### src/rtl/rt_stream_pkg.sv
// Shared definitions for the render-core fragment stream: handshake widths,
// fragment size and the collector state encoding.
package rt_stream_pkg;

   localparam int FRAG_DATA_W        = 32;
   localparam int FRAG_ADDR_W        = 32;
   localparam int FRAG_DIM_W         = 16;
   localparam int BYTES_PER_FRAGMENT = 4;

   typedef enum logic [1:0] {
      ST_IDLE  = 2'd0,
      ST_RUN   = 2'd1,
      ST_FLUSH = 2'd2,
      ST_DONE  = 2'd3
   } collector_state_t;

endpackage

### src/rtl/rt_stream_fifo.sv
// Synchronous FIFO with occupancy count; a push into a full FIFO is dropped
// unless a pop frees the slot in the same cycle.
module rt_stream_fifo #(
   parameter int WIDTH = 32,
   parameter int DEPTH = 16
) (
   input  logic                     clk,
   input  logic                     resetn,
   input  logic                     push,
   input  logic [WIDTH-1:0]         push_data,
   input  logic                     pop,
   output logic [WIDTH-1:0]         pop_data,
   output logic                     full,
   output logic                     empty,
   output logic [$clog2(DEPTH):0]   count
);

   localparam int AW = $clog2(DEPTH);
   localparam int CW = AW + 1;

   logic [WIDTH-1:0] mem_r [DEPTH];
   logic [AW-1:0]    wr_ptr_r;
   logic [AW-1:0]    rd_ptr_r;
   logic [CW-1:0]    count_r;
   logic             push_ok_s;
   logic             pop_ok_s;

   assign full      = (count_r == CW'(DEPTH));
   assign empty     = (count_r == {CW{1'b0}});
   assign count     = count_r;
   assign pop_data  = mem_r[rd_ptr_r];
   assign push_ok_s = push && (!full || pop);
   assign pop_ok_s  = pop && !empty;

   // Storage array; no reset needed since contents are qualified by count_r.
   always_ff @(posedge clk) begin
      if (push_ok_s) begin
         mem_r[wr_ptr_r] <= push_data;
      end
   end

   // Pointer and occupancy tracking.
   always_ff @(posedge clk or negedge resetn) begin
      if (!resetn) begin
         wr_ptr_r <= {AW{1'b0}};
         rd_ptr_r <= {AW{1'b0}};
         count_r  <= {CW{1'b0}};
      end else begin
         if (push_ok_s) begin
            wr_ptr_r <= wr_ptr_r + AW'(1);
         end
         if (pop_ok_s) begin
            rd_ptr_r <= rd_ptr_r + AW'(1);
         end
         case ({push_ok_s, pop_ok_s})
            2'b10:   count_r <= count_r + CW'(1);
            2'b01:   count_r <= count_r - CW'(1);
            default: count_r <= count_r;
         endcase
      end
   end

endmodule

### src/rtl/fragment_collector.sv
// Collects a frame of fragments into a FIFO and writes them out as linear
// bursts at a latched framebuffer base, flagging frame-length mismatches.
module fragment_collector
   import rt_stream_pkg::*;
#(
   parameter int DATA_W     = FRAG_DATA_W,
   parameter int ADDR_W     = FRAG_ADDR_W,
   parameter int DIM_W      = FRAG_DIM_W,
   parameter int FIFO_DEPTH = 16,
   parameter int BURST_LEN  = 8
) (
   input  logic              clk,
   input  logic              resetn,
   input  logic              start,
   input  logic [ADDR_W-1:0] base_addr,
   input  logic [DIM_W-1:0]  image_width,
   input  logic [DIM_W-1:0]  image_height,
   input  logic              frag_valid,
   input  logic              frag_last,
   input  logic [DATA_W-1:0] frag_data,
   output logic              frag_ready,
   output logic              wr_valid,
   output logic [ADDR_W-1:0] wr_addr,
   output logic [DATA_W-1:0] wr_data,
   output logic              wr_last,
   input  logic              wr_ready,
   output logic              busy,
   output logic              done,
   output logic              err_early_last,
   output logic              err_missing_last
);

   localparam int CNT_W = $clog2(FIFO_DEPTH) + 1;
   localparam int BL_W  = $clog2(BURST_LEN) + 1;
   localparam int PIX_W = 2 * DIM_W;

   collector_state_t  state_r;
   logic [ADDR_W-1:0] base_r;
   logic [ADDR_W-1:0] tx_count_r;
   logic [PIX_W-1:0]  expected_r;
   logic [PIX_W-1:0]  rx_count_r;
   logic [BL_W-1:0]   beats_left_r;
   logic              wr_valid_r;
   logic [ADDR_W-1:0] wr_addr_r;
   logic [DATA_W-1:0] wr_data_r;
   logic              wr_last_r;
   logic              busy_r;
   logic              done_r;
   logic              err_early_r;
   logic              err_missing_r;

   logic              push_s;
   logic              pop_s;
   logic              fifo_full_s;
   logic              fifo_empty_s;
   logic [CNT_W-1:0]  fifo_count_s;
   logic [DATA_W-1:0] fifo_head_s;
   logic [PIX_W-1:0]  rx_next_s;
   logic              size_hit_s;
   logic              burst_go_s;
   logic [BL_W-1:0]   burst_len_s;
   logic              frame_start_s;

   assign frag_ready       = (state_r == ST_RUN) && !fifo_full_s;
   assign push_s           = frag_valid && frag_ready;
   assign pop_s            = (beats_left_r != {BL_W{1'b0}}) && (!wr_valid_r || wr_ready);
   assign frame_start_s    = (state_r == ST_IDLE) && start;
   assign rx_next_s        = rx_count_r + PIX_W'(1);
   // A zero-sized frame ends on its first fragment.
   assign size_hit_s       = (expected_r == {PIX_W{1'b0}}) || (rx_next_s == expected_r);

   assign wr_valid         = wr_valid_r;
   assign wr_addr          = wr_addr_r;
   assign wr_data          = wr_data_r;
   assign wr_last          = wr_last_r;
   assign busy             = busy_r;
   assign done             = done_r;
   assign err_early_last   = err_early_r;
   assign err_missing_last = err_missing_r;

   rt_stream_fifo #(
      .WIDTH (DATA_W),
      .DEPTH (FIFO_DEPTH)
   ) u_fifo (
      .clk       (clk),
      .resetn    (resetn),
      .push      (push_s),
      .push_data (frag_data),
      .pop       (pop_s),
      .pop_data  (fifo_head_s),
      .full      (fifo_full_s),
      .empty     (fifo_empty_s),
      .count     (fifo_count_s)
   );

   // Burst admission: full bursts while collecting, partial ones while flushing.
   always_comb begin
      burst_go_s  = 1'b0;
      burst_len_s = BL_W'(BURST_LEN);
      if (beats_left_r == {BL_W{1'b0}}) begin
         if ((state_r == ST_RUN) && (fifo_count_s >= CNT_W'(BURST_LEN))) begin
            burst_go_s  = 1'b1;
            burst_len_s = BL_W'(BURST_LEN);
         end else if ((state_r == ST_FLUSH) && !fifo_empty_s) begin
            burst_go_s  = 1'b1;
            burst_len_s = (fifo_count_s >= CNT_W'(BURST_LEN)) ? BL_W'(BURST_LEN)
                                                              : BL_W'(fifo_count_s);
         end else begin
            burst_go_s  = 1'b0;
         end
      end else begin
         burst_go_s = 1'b0;
      end
   end

   // Frame control FSM with registered status outputs.
   always_ff @(posedge clk or negedge resetn) begin
      if (!resetn) begin
         state_r       <= ST_IDLE;
         base_r        <= {ADDR_W{1'b0}};
         expected_r    <= {PIX_W{1'b0}};
         rx_count_r    <= {PIX_W{1'b0}};
         busy_r        <= 1'b0;
         done_r        <= 1'b0;
         err_early_r   <= 1'b0;
         err_missing_r <= 1'b0;
      end else begin
         case (state_r)
            ST_IDLE: begin
               done_r <= 1'b0;
               if (start) begin
                  state_r       <= ST_RUN;
                  busy_r        <= 1'b1;
                  base_r        <= base_addr;
                  expected_r    <= PIX_W'(image_width) * PIX_W'(image_height);
                  rx_count_r    <= {PIX_W{1'b0}};
                  err_early_r   <= 1'b0;
                  err_missing_r <= 1'b0;
               end
            end
            ST_RUN: begin
               if (push_s) begin
                  rx_count_r <= rx_next_s;
                  if (frag_last || size_hit_s) begin
                     state_r <= ST_FLUSH;
                  end
                  if (frag_last && (rx_next_s < expected_r)) begin
                     err_early_r <= 1'b1;
                  end
                  if (size_hit_s && !frag_last) begin
                     err_missing_r <= 1'b1;
                  end
               end
            end
            ST_FLUSH: begin
               // Finish as the last outstanding beat is taken, so done follows it directly.
               if (fifo_empty_s && (beats_left_r == {BL_W{1'b0}}) && (!wr_valid_r || wr_ready)) begin
                  state_r <= ST_DONE;
                  done_r  <= 1'b1;
               end
            end
            ST_DONE: begin
               done_r  <= 1'b0;
               busy_r  <= 1'b0;
               state_r <= ST_IDLE;
            end
            default: begin
               state_r <= ST_IDLE;
               done_r  <= 1'b0;
               busy_r  <= 1'b0;
            end
         endcase
      end
   end

   // Write beat register: loads the FIFO head and holds it while stalled.
   always_ff @(posedge clk or negedge resetn) begin
      if (!resetn) begin
         beats_left_r <= {BL_W{1'b0}};
         tx_count_r   <= {ADDR_W{1'b0}};
         wr_valid_r   <= 1'b0;
         wr_addr_r    <= {ADDR_W{1'b0}};
         wr_data_r    <= {DATA_W{1'b0}};
         wr_last_r    <= 1'b0;
      end else if (frame_start_s) begin
         beats_left_r <= {BL_W{1'b0}};
         tx_count_r   <= {ADDR_W{1'b0}};
         wr_valid_r   <= 1'b0;
         wr_last_r    <= 1'b0;
      end else begin
         if (burst_go_s) begin
            beats_left_r <= burst_len_s;
         end else if (pop_s) begin
            beats_left_r <= beats_left_r - BL_W'(1);
         end
         if (pop_s) begin
            wr_valid_r <= 1'b1;
            wr_data_r  <= fifo_head_s;
            wr_addr_r  <= base_r + tx_count_r * ADDR_W'(BYTES_PER_FRAGMENT);
            wr_last_r  <= (beats_left_r == BL_W'(1));
            tx_count_r <= tx_count_r + ADDR_W'(1);
         end else if (wr_ready) begin
            wr_valid_r <= 1'b0;
            wr_last_r  <= 1'b0;
         end
      end
   end

endmodule

### config.mk
export PLATFORM = sky130hd
export DESIGN_NAME = fragment_collector
export DESIGN_NICKNAME = d
export VERILOG_FILES = /design/src/rtl/rt_stream_pkg.sv /design/src/rtl/rt_stream_fifo.sv /design/src/rtl/fragment_collector.sv
export SDC_FILE = /design/constraint.sdc
export NUM_CORES = 2
export LEC_CHECK = 0
export ABC_AREA = 0
export CAP_MARGIN = 10
export CORE_MARGIN = 3
export CORE_UTILIZATION = 30
export CTS_CLUSTER_DIAMETER = 40
export CTS_CLUSTER_SIZE = 8
export DETAILED_ROUTE_END_ITERATION = 10
export GPL_TIMING_DRIVEN = 0
export HOLD_SLACK_MARGIN = 0.06
export PLACE_DENSITY = 0.52
export SYNTH_ARGS = -nofsm -noshare
export SYNTH_HDL_FRONTEND = slang
export SYNTH_SLANG_ARGS = --single-unit
### constraint.sdc
create_clock -name clk -period 3.8 [get_ports clk]
set_clock_uncertainty 0.05 [all_clocks]
set_input_delay 0.76 -clock clk [delete_from_list [all_inputs] [get_ports clk]]
set_output_delay 0.76 -clock clk [all_outputs]
set_load 0.1 [all_outputs]
==> impl_metrics.csv <==
group,metric,value,unit
status,outcome,"complete, but fails checks",
status,failed_checks,"setup timing",
power_and_ir_drop,power-per-cell-area,966,nW/um^2
global_route,grt_pass1_vias,27385,
die,die_area,137000,sq um
logic_synthesis,ys.flop_type,"edfxtp_1",
logic_synthesis,synth.area.top_cells,"edfxtp_1 (39%), dfrtp_1 (13%), fa_1 (9.8%)",
worst_setup_path,end_kind,"flip-flop",
logic_synthesis,synth_top_area_cell,"edfxtp_1",
worst_setup_path,worstPathMaxFanout,4,
sta,finalWorstSetupSlack,-1.99,ns
logic_synthesis,yosysWarnings,0,
global_route,grt_pass1_wl,171000,um
detailed_routing,ant_nets,0,
final_layout,n_fill_cell,12569,
worst_setup_path,crit_path_start_kind,"input pin",
sta,final_hold_viol_count,0,
detailed_routing,finalWirelength,112000,um
placement,place_inst,5135,
placement,placed_area,45100,sq um
logic_synthesis,yosys.area_share.simple,10.8,%
logic_synthesis,synth_cell_types,76,
sta,post-route-period-util,152,%
logic_synthesis,synthesis.nets,3661,
power_and_ir_drop,irDropWorstVdd,1.48,mV
logic_synthesis,syn_inst,3180,
logic_synthesis,synth_top_family_by_area,"adder cells",
worst_setup_path,slowest_delay,0.54,ns
placement,dp_hpwl,78900,um
clock_network,root_buffer,"clkbuf_16",
global_route,grt_overflow,0,
logic_synthesis,synth_fa_ha_area_share,15.6,%
clock_network,cts_sinks,727,
die,core_region_area,132000,sq um
sta,fin_hold_ws,0.423,ns
clock_network,cts.clk_slew.worst_paths,0.04,ns
final_layout,fin_cells,5472,
sta,fin_crit,5.79,ns
detailed_routing,via_count,26347,
logic_synthesis,synth_mux_area_share,8.39,%
logic_synthesis,synth-compound-area-share,6.54,%
detailed_routing,drc,0,
sta,timing.fmax,0.173,GHz
worst_setup_path,cp_slowest_cell,"fa_1",
logic_synthesis,avgSynthCellArea,12.5,sq um
final_layout,drive_above_1_share,20.1,%
worst_hold_path,hp-class,"reg2reg",
final_layout,layout_common_cells,"edfxtp_1 (512), nand2_1 (495), inv_1 (267)",
final_layout,area_growth,28.1,%
power_and_ir_drop,p_leak,20.6,nW
logic_synthesis,ys_seq_elements,727,
logic_synthesis,asyncSetResetFlopFracSynth,29.6,%
logic_synthesis,synth_edf_count,512,
job,drv_cap,0,
clock_network,cts_tree,"yes",
worst_setup_path,cp.required,4.30,ns
final_layout,final_area,51100,sq um
detailed_routing,vias_per_cell,4.81,
sta,slew-limit-headroom,15.3,%
die,die_h,371,um
sta,slew_viol_final,0,
logic_synthesis,synth-seq-area-share,52.0,%
logic_synthesis,synth_xor_area_share,2.44,%
logic_synthesis,yosysTopAreaCellShare,38.5,%
logic_synthesis,synth_area,39900,sq um
die,num_rows,133,
die,initial_core_util,30.3,%
placement,portBuffers,172,
sta,rsz0062_at_grt,"yes",
detailed_routing,wl_per_cell,20.6,um
final_layout,layout_commonest_cell,"edfxtp_1",
clock_network,clk_path_buf_depth,3,
die,io_pins,173,
global_route,grt_max_degree,108,
final_layout,nNetsFinal,4099,
sta,tns,-36.67,ns
clock_network,ctsHtreeMaxLevel,3,
global_route,grt_usage,16.4,%
sta,tightestPinTransition,1.27,ns
worst_setup_path,crit_top_cell,"fa_1",
clock_network,clk_latency,0.73,ns
die,fp.dieW,371,um
worst_setup_path,worstPathArrival,6.29,ns
worst_setup_path,timing_worst_setup_path_type,"in2reg",
detailed_routing,drtPass1Iterations,5,
worst_setup_path,worstPathCellList,"buf_8 -> clkbuf_8 -> buf_6 -> and2_4 -> fa_1 -> inv_1 -> fa_1 -> inv_1 -> fa_1 -> fa_1 -> fa_1 -> inv_1 -> fa_1 -> inv_1 -> ha_1 -> buf_6 -> a21oi_4 -> o21ai_2 -> or4_4 -> a221oi_4 -> nor2_4 -> a221oi_2 -> xor2_1 -> o21ai_1",
global_route,antenna_found_initial,11,
clock_network,numCtsBuffers,120,
placement,gp_congestion,0.841,
detailed_routing,drt_iter0_markers,1811,
sta,setup_violations,26,
final timing paths:
path | start | endpoint | slack [ns] | depth (start not counted)
max in group asynchronous | resetn | rx_count_r[2]$_DFFE_PN0P_ | 1.81 | 4
worst max register to register | rx_count_r[0]$_DFFE_PN0P_ | state_r[1]$_DFFE_PN0P_ | -0.11 | 16
min in group asynchronous | resetn | wr_data[21]$_DFFE_PN0P_ | 0.43 | 2
worst max-delay path | image_height[4] | expected_r[30]$_DFFE_PN0P_ | -1.99 | 24
worst min register to register | wr_data[11]$_DFFE_PN0P_ | wr_data[11]$_DFFE_PN0P_ | 0.42 | 2
worst min-delay path | wr_data[11]$_DFFE_PN0P_ | wr_data[11]$_DFFE_PN0P_ | 0.42 | 2
metal layers:
metal	GRT usage, %	up-vias	part of all wire, %
met5	0	-	0.049
li1	-	12101	-
met2	26.3	536	47
met3	3.15	152	5.1
met4	3.31	8	1.6
met1	23.1	13550	46
worst max-delay path: cells and delay by family:
family,cells,cell delay (ns)
fa+ha+maj,7,3.14
compound gates,5,0.83
buf+inv,8,0.70
simple gates,3,0.67
xor+xnor,1,0.18
final cells by class:
cell class | count | area (sq um) | area share, %
flip-flops and latches | 727 | 20800 | 40.6
multi-input cells | 2016 | 18500 | 36.2
repair buffers | 321 | 3510 | 6.87
clock buffers | 182 | 3310 | 6.47
well taps | 1755 | 2200 | 4.30
plain buffers | 138 | 1180 | 2.31
inverters | 294 | 1110 | 2.16
clock inverters | 36 | 548 | 1.07
diodes | 3 | 7.51 | 0.0147
report_power, final:
part | leakage [nW] | switching [W] | total, W | internal [W]
Combinational | 11.4 | 0.0167 | 0.0288 | 0.0120
Clock | 1.83 | 0.00381 | 0.0103 | 0.00646
Sequential | 7.36 | 0.000752 | 0.0103 | 0.00959
Total | 20.6 | 0.0213 | 0.0494 | 0.0281
synthesized netlist by cell type (all sizes together), types with 9 or more instances:
cell type  instances
nand2b            15
ha               183
and2             126
nor2              82
nor4              11
edfxtp           512
and4               9
xnor2             64
mux4             121
and3              26
xor2              47
nor2b             12
o21bai             9
nor3              31
nand3             39
nand2            522
fa               196
buf               40
mux2i             60
o221ai            39
clkbuf           103
a21o              51
inv              293
or3               13
o21ai            151
a21oi             94
nand4             33
dfrtp            215
o31ai              9
state kept, by name (all words and copies together) (netlist names), 4 cells and up:
register / flops
expected_r: 32
tx_count_r: 30
u_fifo.wr_ptr_r: 4
u_fifo.rd_ptr_r: 4
base_r: 32
beats_left_r: 4
wr_data: 32
u_fifo.count: 5
rx_count_r: 32
u_fifo.mem_r: 512
wr_addr: 32
stage by stage:
step                total power, W  utilization (%)  setup WS [ns]
finish                      0.0494             38.8          -1.99
global route                0.0528             38.8          -2.11
CTS                         0.0483             38.2          -1.97
detailed placement          0.0345             34.2          -3.86
global placement            0.0344             33.7          -8.67
floorplan                   0.0278                -          -2.22
repair_timing:
item / in CTS / in global routing
hold endpoints to repair: 27 / 0
buffers inserted: 79 / 44
pin swaps: 73 / 73
hold buffers: 1 / 0
resized for setup: 395 / 109
setup endpoints to repair: 51 / 57
logic make-up (layout without fill, tap and decap cells):
group                      Yosys count  after routing
and+or+nand+nor                    927            927
DFF                                727            727
buffers and inverters              437            971
AOI/OAI and AO/OA                  416            416
adders and majority gates          379            379
muxes                              183            183
xor gates and xnor gates           111            111
other                                0              3
Note: power is estimated with default switching activity, not from simulation.
